File: src/rtl/divider.sv
// Sequential restoring divider: one quotient bit per clock behind a
// start/done handshake. Unsigned DIVIDEND_W / DIVISOR_W division producing
// a DIVIDEND_W-bit quotient and a DIVISOR_W-bit remainder.
//
// Optional feature (macro DIVIDER_ZERO_CHECK_EN): a zero divisor bypasses the
// iterative loop, reports quotient = all ones, remainder = low dividend bits,
// and raises div_by_zero. Without the macro, div_by_zero is held at 0 and a
// zero divisor takes the normal DIVIDEND_W-cycle path, which yields the same
// quotient/remainder values naturally.
//
// Handshake: start is sampled only in IDLE; the rising edge that sees
// start=1 in IDLE (and reset=0) is the accept edge. busy is high while the
// FSM iterates; done is a one-cycle pulse marking quotient/remainder valid.
// Results are held until the next accept clears them.
module divider #(
  parameter int DIVIDEND_W = 8,
  parameter int DIVISOR_W  = 4
) (
  input  logic                  clock,
  input  logic                  reset,
  input  logic                  start,
  input  logic [DIVIDEND_W-1:0] dividend,
  input  logic [DIVISOR_W-1:0]  divisor,
  output logic                  busy,
  output logic                  done,
  output logic [DIVIDEND_W-1:0] quotient,
  output logic [DIVISOR_W-1:0]  remainder,
  output logic                  div_by_zero,
  output logic [1:0]            dbg_state
);

  localparam int CNT_W = (DIVIDEND_W > 1) ? $clog2(DIVIDEND_W) : 1;

  localparam logic [1:0] S_IDLE = 2'd0;
  localparam logic [1:0] S_RUN  = 2'd1;
  localparam logic [1:0] S_DONE = 2'd2;
`ifdef DIVIDER_ZERO_CHECK_EN
  // One-cycle detour so a zero-divisor result lands one edge after accept.
  localparam logic [1:0] S_ZERO = 2'd3;
`endif

  logic [1:0]            state_q,     state_d;
  logic [CNT_W-1:0]      cnt_q,       cnt_d;
  logic [DIVIDEND_W-1:0] dvd_q,       dvd_d;
  logic [DIVISOR_W-1:0]  dvs_q,       dvs_d;
  logic [DIVISOR_W:0]    prem_q,      prem_d;
  logic [DIVIDEND_W-1:0] quo_q,       quo_d;
  logic [DIVIDEND_W-1:0] quotient_q,  quotient_d;
  logic [DIVISOR_W-1:0]  remainder_q, remainder_d;
  logic                  dbz_q,       dbz_d;

  // Trial subtraction for the current iteration.
  logic [DIVISOR_W:0] trial_p;
  logic [DIVISOR_W:0] trial_diff;
  logic               trial_ge;

  // Shift the next dividend bit into the partial remainder and compare.
  always_comb begin
    trial_p    = {prem_q[DIVISOR_W-1:0], dvd_q[DIVIDEND_W-1]};
    trial_diff = trial_p - {1'b0, dvs_q};
    trial_ge   = (trial_p >= {1'b0, dvs_q});
  end

  // Next-state logic for the FSM and the datapath registers.
  always_comb begin
    state_d     = state_q;
    cnt_d       = cnt_q;
    dvd_d       = dvd_q;
    dvs_d       = dvs_q;
    prem_d      = prem_q;
    quo_d       = quo_q;
    quotient_d  = quotient_q;
    remainder_d = remainder_q;
    dbz_d       = dbz_q;
    case (state_q)
      S_IDLE: begin
        if (start) begin
          dvd_d       = dividend;
          dvs_d       = divisor;
          prem_d      = '0;
          quo_d       = '0;
          cnt_d       = CNT_W'(DIVIDEND_W - 1);
          quotient_d  = '0;
          remainder_d = '0;
          dbz_d       = 1'b0;
          state_d     = S_RUN;
`ifdef DIVIDER_ZERO_CHECK_EN
          if (divisor == '0) state_d = S_ZERO;
`endif
        end
      end
      S_RUN: begin
        dvd_d  = dvd_q << 1;
        prem_d = trial_ge ? trial_diff : trial_p;
        quo_d  = {quo_q[DIVIDEND_W-2:0], trial_ge};
        cnt_d  = cnt_q - CNT_W'(1);
        if (cnt_q == '0) begin
          // Remainder is < divisor here, so the low DIVISOR_W bits suffice.
          quotient_d  = quo_d;
          remainder_d = prem_d[DIVISOR_W-1:0];
          state_d     = S_DONE;
        end
      end
`ifdef DIVIDER_ZERO_CHECK_EN
      S_ZERO: begin
        quotient_d  = '1;
        remainder_d = dvd_q[DIVISOR_W-1:0];
        dbz_d       = 1'b1;
        state_d     = S_DONE;
      end
`endif
      S_DONE: begin
        state_d = S_IDLE;
      end
      default: begin
        state_d = S_IDLE;
      end
    endcase
  end

  // State and datapath registers with synchronous active-high reset.
  always_ff @(posedge clock) begin
    if (reset) begin
      state_q     <= S_IDLE;
      cnt_q       <= '0;
      dvd_q       <= '0;
      dvs_q       <= '0;
      prem_q      <= '0;
      quo_q       <= '0;
      quotient_q  <= '0;
      remainder_q <= '0;
      dbz_q       <= 1'b0;
    end else begin
      state_q     <= state_d;
      cnt_q       <= cnt_d;
      dvd_q       <= dvd_d;
      dvs_q       <= dvs_d;
      prem_q      <= prem_d;
      quo_q       <= quo_d;
      quotient_q  <= quotient_d;
      remainder_q <= remainder_d;
      dbz_q       <= dbz_d;
    end
  end

  assign busy        = (state_q == S_RUN);
  assign done        = (state_q == S_DONE);
  assign quotient    = quotient_q;
  assign remainder   = remainder_q;
  assign div_by_zero = dbz_q;
  assign dbg_state   = state_q;

endmodule

File: config.mk
export PLATFORM = sky130hd
export DESIGN_NAME = divider
export DESIGN_NICKNAME = d
export VERILOG_FILES = /design/src/rtl/divider.sv
export SDC_FILE = /design/constraint.sdc
export NUM_CORES = 1
export LEC_CHECK = 0
export BUFFER_PORTS_ARGS = -buffer_cell sky130_fd_sc_hd__buf_2
export CORE_UTILIZATION = 50
export CTS_CLUSTER_SIZE = 40
export DETAILED_ROUTE_END_ITERATION = 8
export GPL_ROUTABILITY_DRIVEN = 0
export MAX_ROUTING_LAYER = met4
export PLACE_DENSITY = 0.72
export REMOVE_ABC_BUFFERS = 1
export SLEW_MARGIN = 10
export SYNTH_ARGS = -nofsm -noshare
export SYNTH_HDL_FRONTEND = slang
export SYNTH_SLANG_ARGS = --single-unit
File: constraint.sdc
create_clock -name clock -period 2.3 [get_ports clock]
set_input_delay 0.345 -clock clock [delete_from_list [all_inputs] [get_ports clock]]
set_output_delay 0.345 -clock clock [all_outputs]
set_load 0.005 [all_outputs]
---- After elaboration in Yosys (flattened, before gate mapping) ----
Index checks and enable logic that the tools add are counted.
word-level totals
  word-level logic and storage cells ...... 39
  input bits .............................. 15
  bits in registers ....................... 40
cells by class
  reductions and logical operators ........ 7
  magnitude comparators ................... 1
  eq/ne operators ......................... 4
  add/sub/neg operators ................... 2
  muxes and demuxes ....................... 17
operator list
  kind                                                   number
  one-hot mux 8 bit (2 select lines)                     2
  2-to-1 mux 8 bit                                       3
  2-to-1 mux 4 bit                                       4
  one-hot mux 4 bit (2 select lines)                     2
  one-hot mux 7 bit (2 select lines)                     1
  one-hot mux 3 bit (2 select lines)                     1
  AND reduction 2 bit                                    3
  greater-or-equal comparator 5 x 4 -> 1 bit             1
  2-to-1 mux 2 bit                                       2
  one-hot mux 2 bit (2 select lines)                     1
  subtractor 4 bit                                       1
  zero test 3 bit                                        1
  2-to-1 mux 3 bit                                       1
  AND reduction 3 bit                                    1
  subtractor 3 x 1 -> 3 bit, second input constant       1
  == test 2 x 1 -> 1 bit, second input constant          1
  == test 2 bit, second input constant                   1
  zero test 2 bit                                        1
  inequality test 2 x 1 -> 1 bit, second input constant  1
  inequality test 2 bit, second input constant           1
  nonzero test 2 bit                                     1

---- Depth between registers and ports, before layout ----
  depth after elaboration ................. 4
  gate-level depth with buffers ........... 7

---- Least setup slack after synthesis ----
Ideal clock, no wire load.
  kind .................................... register to register
  start ................................... reg dvs_q[2]
  end ..................................... reg prem_q[1]
  slack ................................... 0.623 ns
  arrival time ............................ 1.582 ns
  stages on the path, launching flop included .. 7
  library setup time ...................... 0.096 ns
  cells stage by stage .................... dfxtp_1 inv_1 ha_1 or2_1 a21o_4 and3_4 o41ai_2
on the way
  cells in the longest elaborated chain, start to end .. 3
RTL lines
  element                                     line  RTL
  from (decl)                                 45    logic [DIVISOR_W-1:0] dvs_q, dvs_d;
  from (signal assigned)                      137   dvs_q <= dvs_d;
  greater-or-equal comparator 5 x 4 -> 1 bit  61    trial_ge = (trial_p >= {1'b0, dvs_q});
  2-to-1 mux 4 bit                            94    prem_d = trial_ge ? trial_diff : trial_p;
  one-hot mux 4 bit (2 select lines)          75    case (state_q)
  to (signal assigned)                        138   prem_q <= prem_d;
  to (decl)                                   46    logic [DIVISOR_W:0] prem_q, prem_d;
Every way passes these cells.
A chain may end at the register's enable or synchronous reset.

---- Worst setup path after layout ----
  start ................................... reg state_q[0], in the netlist dbg_state[0]
  end ..................................... out busy
on the way
  cells in the longest elaborated chain, start to end .. 1
RTL lines
  element                 line  RTL
  from (decl)             42    logic [1:0] state_q, state_d;
  from (signal assigned)  134   state_q <= state_d;
  == test 2 x 1 -> 1 bit  146   assign busy = (state_q == S_RUN);
  to (decl)               24    output logic busy,
Every way passes these cells.

==> results.md <==
* CORE AREA at between 0.003 and 0.004 mm²
* Critical path required time at about 2 ns
* H-tree Lvls at 2
* Die area at 0.00401 mm²
* Share of cells above drive strength 1 at 0.210
* Initial antenna violation count at 0
* Crit path capture type: output pin
* Clock Sinks at 40
* Status: complete, no violations
* First-pass GRT wire length at about 6700 µm
* Switch share at 0.294
* Nets at 264
* CTS Buf Count at 5
* Hold_buf cts at 0
* IO buf count at 30
* Final hold viol count at 0
* Ports at 32
* CTS tree: built
* Num rows at 21
* Setup TNS at 0 ns
* Final worst path period share at 0.845
* Largest net degree at the start of global routing at 28
* Top FF cell, synth: dfxtp_1
* Fill cells at 321
* Clk slew on worst S/H paths at ~0.08 ns
* Synth Instances at about 210
* Worst Tran Pin Value at about 0.67 ns
* Netlist Area Pre-Place at about 0.0019 mm²
* #FFs+latches synth at 40
* DR vias/cell at 5.43
* Total placed cells including tap cells at around 280
* Die Ht at 63.4 µm
* Clock group share of total power at 0.328
* Overall Global Routing Usage at 0.220
* Unique masters post-synth at between 50 and 60
* Post-DRT Antenna Nets at 0
* Max_cap viols at 0
* Final wirelength at ~3900 µm
* Yosys warns at 0
* Multi-input gate area in the final layout at 978 µm²
* Area delta synth->final at 14.9%
* Slew Limit Fails at 0
* Worst Skew at roughly 0.0060 ns
* Post-cts sizing count at 0
* Setup WS post-layout at between 0.3 and 0.4 ns
* RSZ-0062 raised after global routing: false
* Post-synthesis sequential area ratio at 0.426
* Fmax at approximately 0.51 GHz
* Vias in the first global route at about 1.4k
* Synth Area per Inst at around 8.8 µm²
* Worst Path Arrival at roughly 1.6 ns
* Peak VDD IR at 0.564 mV
* Crit Path Max Fanout at 27
* Initial Utilization at 0.543
* Seq. cell area at about 800 µm²
* Most common cell after layout, fill and taps aside: dfxtp_1
* P_sw at just over 500 µW
* Grt ovf at 0
* Async S/R FF share, synth at 0
* Most frequent cells in the layout: 40 x dfxtp_1, 30 x buf_2, 24 x nor2_1, 24 x nand2_1, 16 x a21oi_1
* Number of synthesized flops with an enable pin at 0
* Worst Hold Class: in2reg
* Setup-failing EPs final at 0
* Detailed Route Iter0 Violations at 112
* Clock root cell: clkbuf_8
* Post-CTS Setup Repair Bufs at 0
* Power Density at around 800 mW/mm²
* Relative slew slack at 0.554
* DRC Markers at 0
* Crit path kind: reg2out
* Longest Clk Path Bufs at 2
* LEAKAGE at 0.903 nW
* Pre-CTS setup slack at 0.542 ns
* # diodes at 0
* Internal power at ~1.2 mW
* Comb pwr share at 0.226
* DP HPWL at 2710 µm
* Width of the die at approximately 63 µm
* Min Tclk post-route at between 1.5 and 2 ns
* Startpoint types: register
* Total power at between 1.5 and 2 mW
* Finished Layout Cells at between 200 and 300
* Vias post-DR at between 1.5k and 2k
* Register share of total power at 0.446
* Routed wire per std cell at approximately 14 µm
* Clock Latency Late Sink at around 0.30 ns
* First-pass DRT Iterations at 5
* Min Hold Slack at 0.291 ns
==> cell usage after synthesis, drive strengths merged, types with 2 or more instances <==
cell | n | area share
dfxtp | 40 | 0.43
nor2 | 25 | 0.051
nand2 | 24 | 0.048
a21oi | 17 | 0.051
inv | 12 | 0.024
nand3 | 11 | 0.029
buf | 8 | 0.023
a22oi | 7 | 0.028
a311oi | 7 | 0.033
ha | 6 | 0.040
o21ai | 5 | 0.015
clkbuf | 4 | 0.0080
mux2i | 4 | 0.021
nand2b | 4 | 0.017
a21o | 3 | 0.016
nand4 | 3 | 0.010
a21boi | 2 | 0.0080
a31oi | 2 | 0.0066
a32oi | 2 | 0.0093
nand3b | 2 | 0.0080
nor2b | 2 | 0.0066
nor3 | 2 | 0.0080
o21a | 2 | 0.0080
or2 | 2 | 0.0066
==> per-stage QoR <==
step / utilization / instance area (µm²)
2_1_floorplan: - / 1820
3_3_place_gp: 0.592 / 2050
3_5_place_dp: 0.592 / 2050
4_1_cts: 0.623 / 2160
5_1_grt: 0.623 / 2160
6_report: 0.623 / 2160
==> final timing paths <==
path | from | to | slack (ns) | cells after the start
worst max-delay path | dbg_state[0] | busy | 0.36 | 3
worst min-delay path | divisor[3] | dvs_q[3] | 0.29 | 3
worst max register to register | dvs_q[2] | prem_q[1] | 0.49 | 6
worst min register to register | quotient[3] | quotient[3] | 0.45 | 2
==> critical path: stages, from the launching register on <==
cell	delay, ns
dfxtp_1	0.53
nand2b_4	0.19
inv_2	0.38
buf_2	0.20
==> registers in the layout (all words and copies together) (netlist names) <==
register	count
remainder	4
quotient	8
cnt_q	3
prem_q	4
dvs_q	4
dvd_q	8
quo_q	7
dbg_state	2
==> power by group through the flow <==
stage	Clock (mW)	Combinational (mW)	Sequential [mW]
after floorplan	0	0.287	0.778
after global placement	0	0.387	0.784
after detailed placement	0	0.387	0.785
after CTS	0.579	0.389	0.769
after global routing	0.611	0.434	0.776
final	0.566	0.390	0.769
==> per-layer routing <==
layer	part of all wire	vias up	track usage
li1	-	814	-
met4	0.018	0	0.0852
met3	0.062	8	0.0743
met5	0	-	-
met1	0.51	707	0.298
met2	0.41	40	0.298
==> cells by family (layout without fill, tap and decap cells) <==
family                     Yosys count  in the layout  synth area share
other                                1              1           0.00199
AOI/OAI and AO/OA                   60             60             0.239
muxes                                4              4            0.0213
xor gates and xnor gates             1              1           0.00466
DFF                                 40             40             0.426
and+or+nand+nor                     77             77             0.202
buffers and inverters               24             53            0.0545
adders and majority gates            7              7            0.0505
==> cell type report <==
type                    instances  share of cell area
multi-input cells             150               0.453
repair buffers                 33              0.0799
clock inverters                 2              0.0162
well taps                      46              0.0266
clock buffers                   6              0.0336
flip-flops and latches         40               0.370
inverters                      12              0.0208
No activity file was read; power rests on OpenSTA's default activity.
